## src/rtl/mul_share_arbiter.sv

```systemverilog
// mul_share_arbiter
//   Shares one external combinational 8x8 unsigned multiplier among NREQ
//   requesters. A round-robin arbiter grants one request at a time through a
//   valid/ready handshake. The granted operands are registered onto mul_a and
//   mul_b. After SETTLE cycles the product mul_p is captured and returned on a
//   single response channel, tagged with the requester id.
//
// Parameters
//   NREQ    number of requesters (2..16)
//   SETTLE  cycles the registered operands are held before mul_p is sampled (1..15)
//   IDW     requester id width, derived from NREQ
//
// Ports
//   clk, rst            rising-edge clock, synchronous active-high reset
//   req_valid[NREQ]     per-requester request valid
//   req_a/req_b         operands, requester i on bits [8i+7:8i]
//   req_ready[NREQ]     one-hot grant, high only in IDLE
//   mul_a/mul_b         registered operands driven to the shared multiplier
//   mul_p               product returned by the multiplier
//   rsp_valid/rsp_ready response handshake
//   rsp_id/rsp_prod     requester id and full 16-bit product of the response
//
// Optional build macro
//   MUL_ARB_STATS_EN    adds the saturating counters stat_ops (completed
//                       responses) and stat_stall (cycles with
//                       rsp_valid & !rsp_ready)
module mul_share_arbiter #(
    parameter int NREQ   = 4,
    parameter int SETTLE = 1,
    parameter int IDW    = $clog2(NREQ)
) (
    input  logic                 clk,
    input  logic                 rst,
    input  logic [NREQ-1:0]      req_valid,
    input  logic [8*NREQ-1:0]    req_a,
    input  logic [8*NREQ-1:0]    req_b,
    output logic [NREQ-1:0]      req_ready,
    output logic [7:0]           mul_a,
    output logic [7:0]           mul_b,
    input  logic [15:0]          mul_p,
    output logic                 rsp_valid,
    output logic [IDW-1:0]       rsp_id,
    output logic [15:0]          rsp_prod,
    input  logic                 rsp_ready
`ifdef MUL_ARB_STATS_EN
    ,
    output logic [15:0]          stat_ops,
    output logic [15:0]          stat_stall
`endif
);

    typedef enum logic [1:0] {
        IDLE = 2'd0,
        WAIT = 2'd1,
        RESP = 2'd2
    } state_t;

    localparam logic [3:0] CNT_INIT = 4'(SETTLE - 1);

    state_t         state;
    state_t         state_next;
    logic [IDW-1:0] rr_ptr;
    logic [IDW-1:0] cur_id;
    logic [IDW-1:0] grant_id;
    logic           grant_found;
    logic [7:0]     sel_a;
    logic [7:0]     sel_b;
    logic [3:0]     cnt;
    logic           grant_fire;
    logic           sample_fire;
    logic           rsp_done;

    // Round-robin search in two passes: first the requesters at or above
    // rr_ptr, then (only if none of those is valid) the lowest valid index,
    // which is exactly the wrap-around continuation of the search.
    always_comb begin : arb_search
        grant_found = 1'b0;
        grant_id    = '0;
        for (int unsigned i = 0; i < NREQ; i++) begin
            if (!grant_found && req_valid[i] && (IDW'(i) >= rr_ptr)) begin
                grant_found = 1'b1;
                grant_id    = IDW'(i);
            end
        end
        for (int unsigned i = 0; i < NREQ; i++) begin
            if (!grant_found && req_valid[i]) begin
                grant_found = 1'b1;
                grant_id    = IDW'(i);
            end
        end
    end

    always_comb begin : operand_mux
        sel_a = '0;
        sel_b = '0;
        for (int unsigned i = 0; i < NREQ; i++) begin
            if (grant_id == IDW'(i)) begin
                sel_a = req_a[8*i +: 8];
                sel_b = req_b[8*i +: 8];
            end
        end
    end

    always_ff @(posedge clk) begin : state_reg
        if (rst) begin
            state <= IDLE;
        end else begin
            state <= state_next;
        end
    end

    // req_ready is gated by rst so no grant is ever visible while reset is held.
    always_comb begin : fsm_next
        state_next  = state;
        req_ready   = '0;
        grant_fire  = 1'b0;
        sample_fire = 1'b0;
        rsp_done    = 1'b0;
        case (state)
            IDLE: begin
                if (!rst && grant_found) begin
                    grant_fire = 1'b1;
                    req_ready  = NREQ'(1) << grant_id;
                    state_next = WAIT;
                end
            end
            WAIT: begin
                if (cnt == '0) begin
                    sample_fire = 1'b1;
                    state_next  = RESP;
                end
            end
            RESP: begin
                if (rsp_ready) begin
                    rsp_done   = 1'b1;
                    state_next = IDLE;
                end
            end
            default: begin
                state_next = IDLE;
            end
        endcase
    end

    always_ff @(posedge clk) begin : datapath
        if (rst) begin
            mul_a     <= '0;
            mul_b     <= '0;
            cur_id    <= '0;
            cnt       <= '0;
            rr_ptr    <= '0;
            rsp_valid <= 1'b0;
            rsp_id    <= '0;
            rsp_prod  <= '0;
        end else begin
            if (grant_fire) begin
                mul_a  <= sel_a;
                mul_b  <= sel_b;
                cur_id <= grant_id;
                cnt    <= CNT_INIT;
            end else if ((state == WAIT) && (cnt != '0)) begin
                cnt <= cnt - 1'b1;
            end

            if (sample_fire) begin
                rsp_prod  <= mul_p;
                rsp_valid <= 1'b1;
                rsp_id    <= cur_id;
            end

            if (rsp_done) begin
                rsp_valid <= 1'b0;
                rr_ptr    <= (cur_id == IDW'(NREQ - 1)) ? '0 : cur_id + 1'b1;
            end
        end
    end

`ifdef MUL_ARB_STATS_EN
    always_ff @(posedge clk) begin : stats
        if (rst) begin
            stat_ops   <= '0;
            stat_stall <= '0;
        end else begin
            if (rsp_valid && rsp_ready && (stat_ops != '1)) begin
                stat_ops <= stat_ops + 1'b1;
            end
            if (rsp_valid && !rsp_ready && (stat_stall != '1)) begin
                stat_stall <= stat_stall + 1'b1;
            end
        end
    end
`endif

endmodule

```

## config.mk

```make
export PLATFORM = sky130hd
export DESIGN_NAME = mul_share_arbiter
export DESIGN_NICKNAME = d
export VERILOG_FILES = /design/src/rtl/mul_share_arbiter.sv
export SDC_FILE = /design/constraint.sdc
export NUM_CORES = 1
export LEC_CHECK = 0
export CAP_MARGIN = 20
export CORE_MARGIN = 2
export CORE_UTILIZATION = 39
export CTS_CLUSTER_SIZE = 24
export DETAILED_ROUTE_END_ITERATION = 8
export PLACE_DENSITY = 0.8
export SLEW_MARGIN = 20
export SYNTH_ARGS = -nofsm -noshare
export SYNTH_HDL_FRONTEND = slang
export SYNTH_SLANG_ARGS = --single-unit
```

## constraint.sdc

```tcl
create_clock -name clk -period 2.4 [get_ports clk]
set_clock_uncertainty 0.05 [all_clocks]
set_input_delay 0.36 -clock clk [delete_from_list [all_inputs] [get_ports clk]]
set_output_delay 0.36 -clock clk [all_outputs]
set_load 0.005 [all_outputs]
```

==> flow_metrics.tcl, run 1 <==
set metrics [dict create \
    min-delay-path-class "in2reg" \
    maxCapViolCount 0 \
    slew_viol_final 0 \
    routed_wl_mm 7.78 \
    critPathKind "in2out" \
    rsz0062_at_grt "false" \
    synth_async_sr_flop_share_pct 0 \
    numCtsBuffers 5 \
    busiest_layer "met2" \
    cpMaxStageDelayCell "o31a_1" \
    ys_seq_area_share_pct 38.2 \
    slew_headroom_pct 46.9 \
    min-delay-start "rst" \
    cts_tree "yes" \
    finalCritPeriodShare_pct 96.8 \
    reg2reg_to "mul_a[3]" \
    reg2reg_depth 8 \
    dp_hpwl_mm 5.76 \
    endpoint_kind "output port" \
    min_to "mul_a[4]" \
    dieWidth_um 81.8 \
    syn_area_um2 2360 \
    syn_area_per_cell_um2 7.44 \
    synth_area_leader_cell "dfxtp_1" \
    max_freq_ghz 0.430 \
    comb_power_share_pct 33.4 \
    pin_count 126 \
    cts_sinks 45 \
    grt_overflow 0 \
    internal-power_w 0.00141 \
    use_met1_pct 25.8 \
    portBuffers 125 \
    crit_family "buffers and inverters" \
    path_cells "dlygate4sd2_1, nor2b_2, a21boi_0, o31a_1, buf_4, nor4_2, clkbuf_2" \
    grt.total_usage_pct 23.0 \
    dr.pass1.iters 4 \
    ir_drop_mv 0.280 \
    synth_nets 406 \
    dieArea_um2 6690 \
    yosys-top-cells-area "dfxtp_1 (38%), a21oi_1 (8.3%), nand2_1 (6.8%), nor2_1 (6.2%), o31a_1 (5.6%)" \
    status "finished clean" \
    layout_commonest_cell "clkdlybuf4s50_1" \
    areaGrowthSynthToFinish_pct 67.1 \
    die_h_um 81.8 \
    arrival_ns 1.91 \
    p_switching_w 0.000598 \
    insertion_delay_ns 0.31 \
    grt_pass1_wl_mm 11.8 \
    swShare_pct 29.8 \
    r2r_start "rr_ptr[1]" \
    seqPwrFrac_pct 42.8 \
    ys_seq_elements 45 \
    crit_required_ns 1.99 \
    post_drt_via_cell_ratio 5.34 \
    start_util_pct 40.1 \
    coreArea_um2 5890 \
    power.density_nw_per_um2 509 \
    p_leak_nw 1.57 \
    hold_viol 0 \
    worstPathMaxFanout 5 \
    rrSetupSlack_ns 0.30 \
    netlist_instances 317 \
    setup_violations 0 \
    gp_congestion 0.810 \
    hold_ws_ns 0.361 \
    min_period_ns 2.32 \
    ant_nets 0 \
    remaining_drc_errors 0 \
    grt_pass1_vias 2638 \
    drtIter0Drc 94 \
    holdPathStages 2 \
    final_cell_mix "clkdlybuf4s50_1 (116), dfxtp_1 (43), nand2_1 (42), nor2_1 (39), a21oi_1 (39)" \
    worst_pin_slew_ns 0.792 \
    synth_flop_cell "dfxtp_1" \
    cts_max_path_buffers 2 \
    power_frac_clock_pct 23.8 \
    post_drt_wl_per_cell_um 14.7 \
    fin_cells 529 \
    start_kind "input pin" \
    grt_max_degree 39 \
    grt.met2_usage_pct 40.7 \
    clkTransAtPathRegs_ns 0.08 \
    synth-edff-count 0 \
    antenna_found_initial 0 \
    drive_gt1_share_pct 12.8 \
    worst-path-buf-inv 3 \
    antennaDiodeCount 0 \
    synth_top_area_share_pct 38.2 \
    cts_root_buf "clkbuf_8" \
    dp_cells 516 \
    synth_cell_types 38 \
    vias 2823 \
    nets 542 \
    cts.htree.levels 2 \
    gr-usage-met3_pct 7.69 \
    fill_cells 518 \
    yosys_warnings 0 \
    critPathMaxStageDelay_ns 0.33 \
    regMostFlops "rsp_prod" \
    row_count 28 \
    largestRegisters "rsp_prod (16), mul_a (8), mul_b (8)" \
    largest_reg_flops 16 \
]
worst max path at each step:
stage / start / to / depth (start not counted)
final: req_valid[2] / req_ready[1] / 7
after floorplan: req_valid[2] / req_ready[0] / 6
after detailed placement: req_valid[2] / req_ready[1] / 6
after global routing: req_valid[2] / req_ready[1] / 7
after global placement: req_valid[1] / req_ready[1] / 6
after CTS: req_valid[3] / req_ready[2] / 8
cell families (layout without fill, tap and decap cells):
| family | after synthesis | after routing | share of synthesized area (%) |
|---|---|---|---|
| fa+ha+maj | 2 | 2 | 1.06 |
| simple gates | 140 | 140 | 28.1 |
| mux | 1 | 1 | 0.424 |
| compound gates | 95 | 95 | 25.6 |
| flops | 45 | 45 | 38.2 |
| xor+xnor | 3 | 3 | 1.11 |
| buf+inv | 31 | 168 | 5.57 |
stage by stage:
stage	setup TNS [ns]	util [%]	power, W	area [um^2]	worst slack (ns)
4_1_cts	-0.0336	66.6	0.00201	3920	-0.0175
6_report	0	67.0	0.00201	3940	0.0769
2_1_floorplan	0	-	0.00115	2360	0.456
5_1_grt	0	67.0	0.00211	3940	0.0326
3_3_place_gp	-3.92	64.2	0.00152	3780	-0.482
3_5_place_dp	-4.56	64.2	0.00153	3780	-0.476
Yosys cell counts (all sizes together) (2+ instances only):
cell	count
buf	9
nand3b	2
nor3	7
ha	2
xor2	2
inv	5
nand2	43
a211oi	15
clkbuf	17
o31a	15
a21o	2
a21oi	39
nor2	40
o21ai	18
nand3	18
nor2b	3
a311oi	2
or3	2
and3	16
dfxtp	45
nor3b	2
nor4	4
worst register-to-register path: stages, from the launching register on:
cell and delay, ns:
dfxtp_2 0.44, a21boi_0 0.13, o31a_1 0.33, buf_4 0.16, buf_4 0.13, buf_4 0.13, buf_4 0.17, a21o_1 0.21
a311oi_1 0.26
what timing repair did:
action	in CTS	in global routing
buffers inserted	4	1
endpoints found under the hold margin	0	0
endpoints found under the setup margin	4	3
hold buffers	0	0
gates resized for setup	14	11
pin swaps	2	1
area by class of cell:
| cell class | instances | area, um^2 | area share (%) |
|---|---|---|---|
| tap | 75 | 93.8 | 2.38 |
| inverter | 5 | 18.8 | 0.476 |
| multi-input combinational | 241 | 1380 | 34.9 |
| sequential | 45 | 903 | 22.9 |
| clock buffer | 5 | 68.8 | 1.75 |
| timing repair buffer | 155 | 1460 | 37.0 |
| clock inverter | 3 | 22.5 | 0.571 |
power groups by stage:
stage	combinational (W)	sequential (W)	clock, W
2_1_floorplan	0.000276	0.000875	0
3_3_place_gp	0.000647	0.000872	0
3_5_place_dp	0.000655	0.000875	0
4_1_cts	0.000668	0.000858	0.000488
5_1_grt	0.000730	0.000867	0.000514
6_report	0.000671	0.000859	0.000477
per-layer routing:
metal  up-vias  wire, um
met2       127      3790
li1       1394         -
met1      1289      3020
met3        13       821
met4         0       152
met5         -         0
Power figures use the tool's default switching activity.
==> run 2: changes to the inputs <==
--- a/config.mk
+++ b/config.mk
@@ -5,12 +5,13 @@
 export SDC_FILE = /design/constraint.sdc
 export NUM_CORES = 1
 export LEC_CHECK = 0
+export ABC_AREA = 1
 export CAP_MARGIN = 20
 export CORE_MARGIN = 2
-export CORE_UTILIZATION = 39
+export CORE_UTILIZATION = 40
 export CTS_CLUSTER_SIZE = 24
 export DETAILED_ROUTE_END_ITERATION = 8
-export PLACE_DENSITY = 0.8
+export PLACE_DENSITY = 0.81
 export SLEW_MARGIN = 20
 export SYNTH_ARGS = -nofsm -noshare
 export SYNTH_HDL_FRONTEND = slang
==> run 2 against run 1 <==
First-iteration DRC count is 30% higher; critical path depth up 2; hold slack better by 0.043 ns; setup slack improved by 0.024 ns; cell area is 1.5% lower; total power grew 12%; global-route usage fell by 1.3 points; register-to-register slack improved by 0.13 ns; routed wire length shrank 7.0%; highest routed layer unchanged.
==> flow_metrics.tcl, run 2 <==
set metrics [dict create \
    status "finished clean" \
    cts_tree "yes" \
    setup_violations 0 \
    drive_gt1_share_pct 11.0 \
    maxCapViolCount 0 \
    dp_hpwl_mm 5.53 \
    yosys_warnings 0 \
    fin_cells 559 \
    post_drt_wl_per_cell_um 12.9 \
    fill_cells 506 \
    synth_async_sr_flop_share_pct 0 \
    min-delay-path-class "reg2reg" \
    synth.most_common_cell "nor2_1" \
    row_count 28 \
    synth_top_area_share_pct 37.8 \
    cts_root_buf "clkbuf_8" \
    p_leak_nw 1.67 \
    routed_wl_mm 7.24 \
    arrival_ns 1.89 \
    reg2reg_to "rsp_prod[9]" \
    syn_area_per_cell_um2 6.86 \
    hold_ws_ns 0.404 \
    ant_nets 0 \
    numCtsBuffers 5 \
    synth-edff-count 0 \
    worstPathMaxFanout 5 \
    vias 2732 \
    cpMaxStageDelayCell "clkdlybuf4s50_1" \
    totalPowerFinal_w 0.00226 \
    ys_top_cells_by_count "nor2_1 (75), nand2_1 (54), dfxtp_1 (45)" \
    grt_overflow 0 \
    regMostFlops "rsp_prod" \
    start_kind "input pin" \
    clkTransAtPathRegs_ns 0.08 \
    start_util_pct 40.8 \
    reg2reg_depth 7 \
    pin_count 126 \
    finalWorstSetupSlack_ns 0.101 \
    dp_cells 550 \
    portBuffers 125 \
    remaining_drc_errors 0 \
    post-place-ws_ns -0.406 \
    postCtsHoldBufs 0 \
    final_cell_mix "clkdlybuf4s50_1 (119), nor2_1 (74), nand2_1 (54), dfxtp_1 (45), a21oi_1 (39)" \
    ys_seq_area_share_pct 37.8 \
    slew_headroom_pct 66.6 \
    largestRegisters "rsp_prod (16), mul_a (8), mul_b (8)" \
    ys_seq_elements 45 \
    largest_reg_flops 16 \
    nets 572 \
    hold_viol 0 \
    yosys-top-cells-area "dfxtp_1 (38%), nor2_1 (12%), nand2_1 (8.5%), a21oi_1 (8.2%), o21ai_0 (6.1%)" \
    dr.pass1.iters 4 \
    rsz0062_at_grt "false" \
    rrSetupSlack_ns 0.43 \
    grt.total_usage_pct 21.6 \
    regArea_um2 901 \
    wl_met2_mm 3.47 \
    finalCritPeriodShare_pct 95.8 \
    min_to "mul_b[6]" \
    synth_area_leader_cell "dfxtp_1" \
    netlist_instances 348 \
    min-delay-start "mul_b[6]" \
    wl_met1_mm 2.98 \
    grt_max_degree 35 \
    holdPathStages 2 \
    drtIter0Drc 122 \
    endpoint_kind "output port" \
    path_cells "clkdlybuf4s50_1, nand2_2, nand2_2, nand2_4, nand4_1, nand4_1, buf_4, nor3_1, clkdlybuf4s15_1" \
    multi_input_area_um2 1270 \
    coreArea_um2 5850 \
    layout_commonest_cell "clkdlybuf4s50_1" \
    grt_pass1_wl_mm 11.0 \
    slew_viol_final 0 \
    top_layer "met4" \
    dieArea_um2 6600 \
    critPathMaxStageDelay_ns 0.49 \
    cts_sinks 45 \
    syn_area_um2 2390 \
    power.density_nw_per_um2 581 \
    synth_nets 437 \
    min_period_ns 2.30 \
    max_freq_ghz 0.435 \
    antenna_found_initial 0 \
    synth_cell_types 29 \
    die_h_um 81.2 \
    worst_pin_slew_ns 0.501 \
    cts_max_path_buffers 2 \
    critPathKind "in2out" \
    dieWidth_um 81.2 \
    grt_pass1_vias 2522 \
    insertion_delay_ns 0.30 \
    post_drt_via_cell_ratio 4.89 \
    cts.htree.levels 2 \
    areaGrowthSynthToFinish_pct 62.7 \
    ir_drop_mv 0.307 \
    crit_required_ns 1.99 \
    gp_congestion 0.912 \
    route.met3.wl_um 595 \
    antennaDiodeCount 0 \
    r2r_start "cnt[0]" \
    synth_flop_cell "dfxtp_1" \
]
==> run 2: cell count changes after synthesis, moves of 8 or more <==
cell and delta:
clkbuf_1 -11, o31a_1 -15, and3_1 -16, o21ai_0 +12, nor2_1 +36, inv_1 +16, o21ai_1 +8, a211oi_1 -14
nand2_1 +11
==> run 2: cell type report <==
| type | count | area share [%] |
|---|---|---|
| Clock buffer | 5 | 1.77 |
| Timing Repair Buffer | 147 | 36.4 |
| Multi-Input combinational cell | 260 | 32.6 |
| Inverter | 24 | 2.42 |
| Tap cell | 75 | 2.42 |
| Sequential cell | 45 | 23.2 |
| Clock inverter | 3 | 1.19 |
==> run 2: cell families after synthesis <==
logic type	count (synthesis)	synth area share, %
xor gates and xnor gates	1	0.367
adders and majority gates	2	1.05
buffers and inverters	43	9.44
and+or+nand+nor	171	31.3
DFF	45	37.8
AOI/OAI and AO/OA	86	20.1
==> run 2: per-layer routing <==
layer	vias up	global-route usage (%)
met3	15	6.33
met5	-	0
met2	119	38.3
met1	1195	24.4
met4	0	8.31
li1	1403	-
==> run 2: worst max-delay path: cells and delay by family <==
kind	cells	cell delay [ns]
buffers and inverters	3	0.93
and+or+nand+nor	6	0.60
==> run 2: stage by stage <==
stage | util [%] | setup TNS, ns | instance area, um^2
2_1_floorplan | - | 0 | 2390
3_3_place_gp | 64.4 | -5.62 | 3770
3_5_place_dp | 64.4 | -8.01 | 3770
4_1_cts | 66.4 | 0 | 3880
5_1_grt | 66.4 | 0 | 3880
6_report | 66.4 | 0 | 3880
==> run 2: worst max path at each step <==
stage | cells past startpoint | endpoint | start | slack [ns]
floorplan | 10 | req_ready[3] | rr_ptr[0] | 0.75
global placement | 7 | rsp_prod[8] | cnt[0] | -0.27
detailed placement | 7 | rsp_prod[10] | cnt[0] | -0.41
CTS | 11 | req_ready[3] | req_valid[0] | 0.02
global route | 9 | req_ready[0] | req_valid[1] | 0.007
finish | 9 | req_ready[0] | req_valid[0] | 0.10
==> run 2: what timing repair did <==
action	4_1_cts	5_1_grt
setup endpoints to repair	22	22
setup buffers	1	0
resized for setup	7	9
==> run 2: report_power, final <==
| part | total (W) | internal (W) | leakage (nW) | switching (W) |
|---|---|---|---|---|
| registers | 0.000904 | 0.000850 | 0.372 | 0.0000535 |
| clock network | 0.000580 | 0.000312 | 0.0543 | 0.000268 |
| logic | 0.000774 | 0.000432 | 1.24 | 0.000342 |
| total | 0.00226 | 0.00159 | 1.67 | 0.000664 |
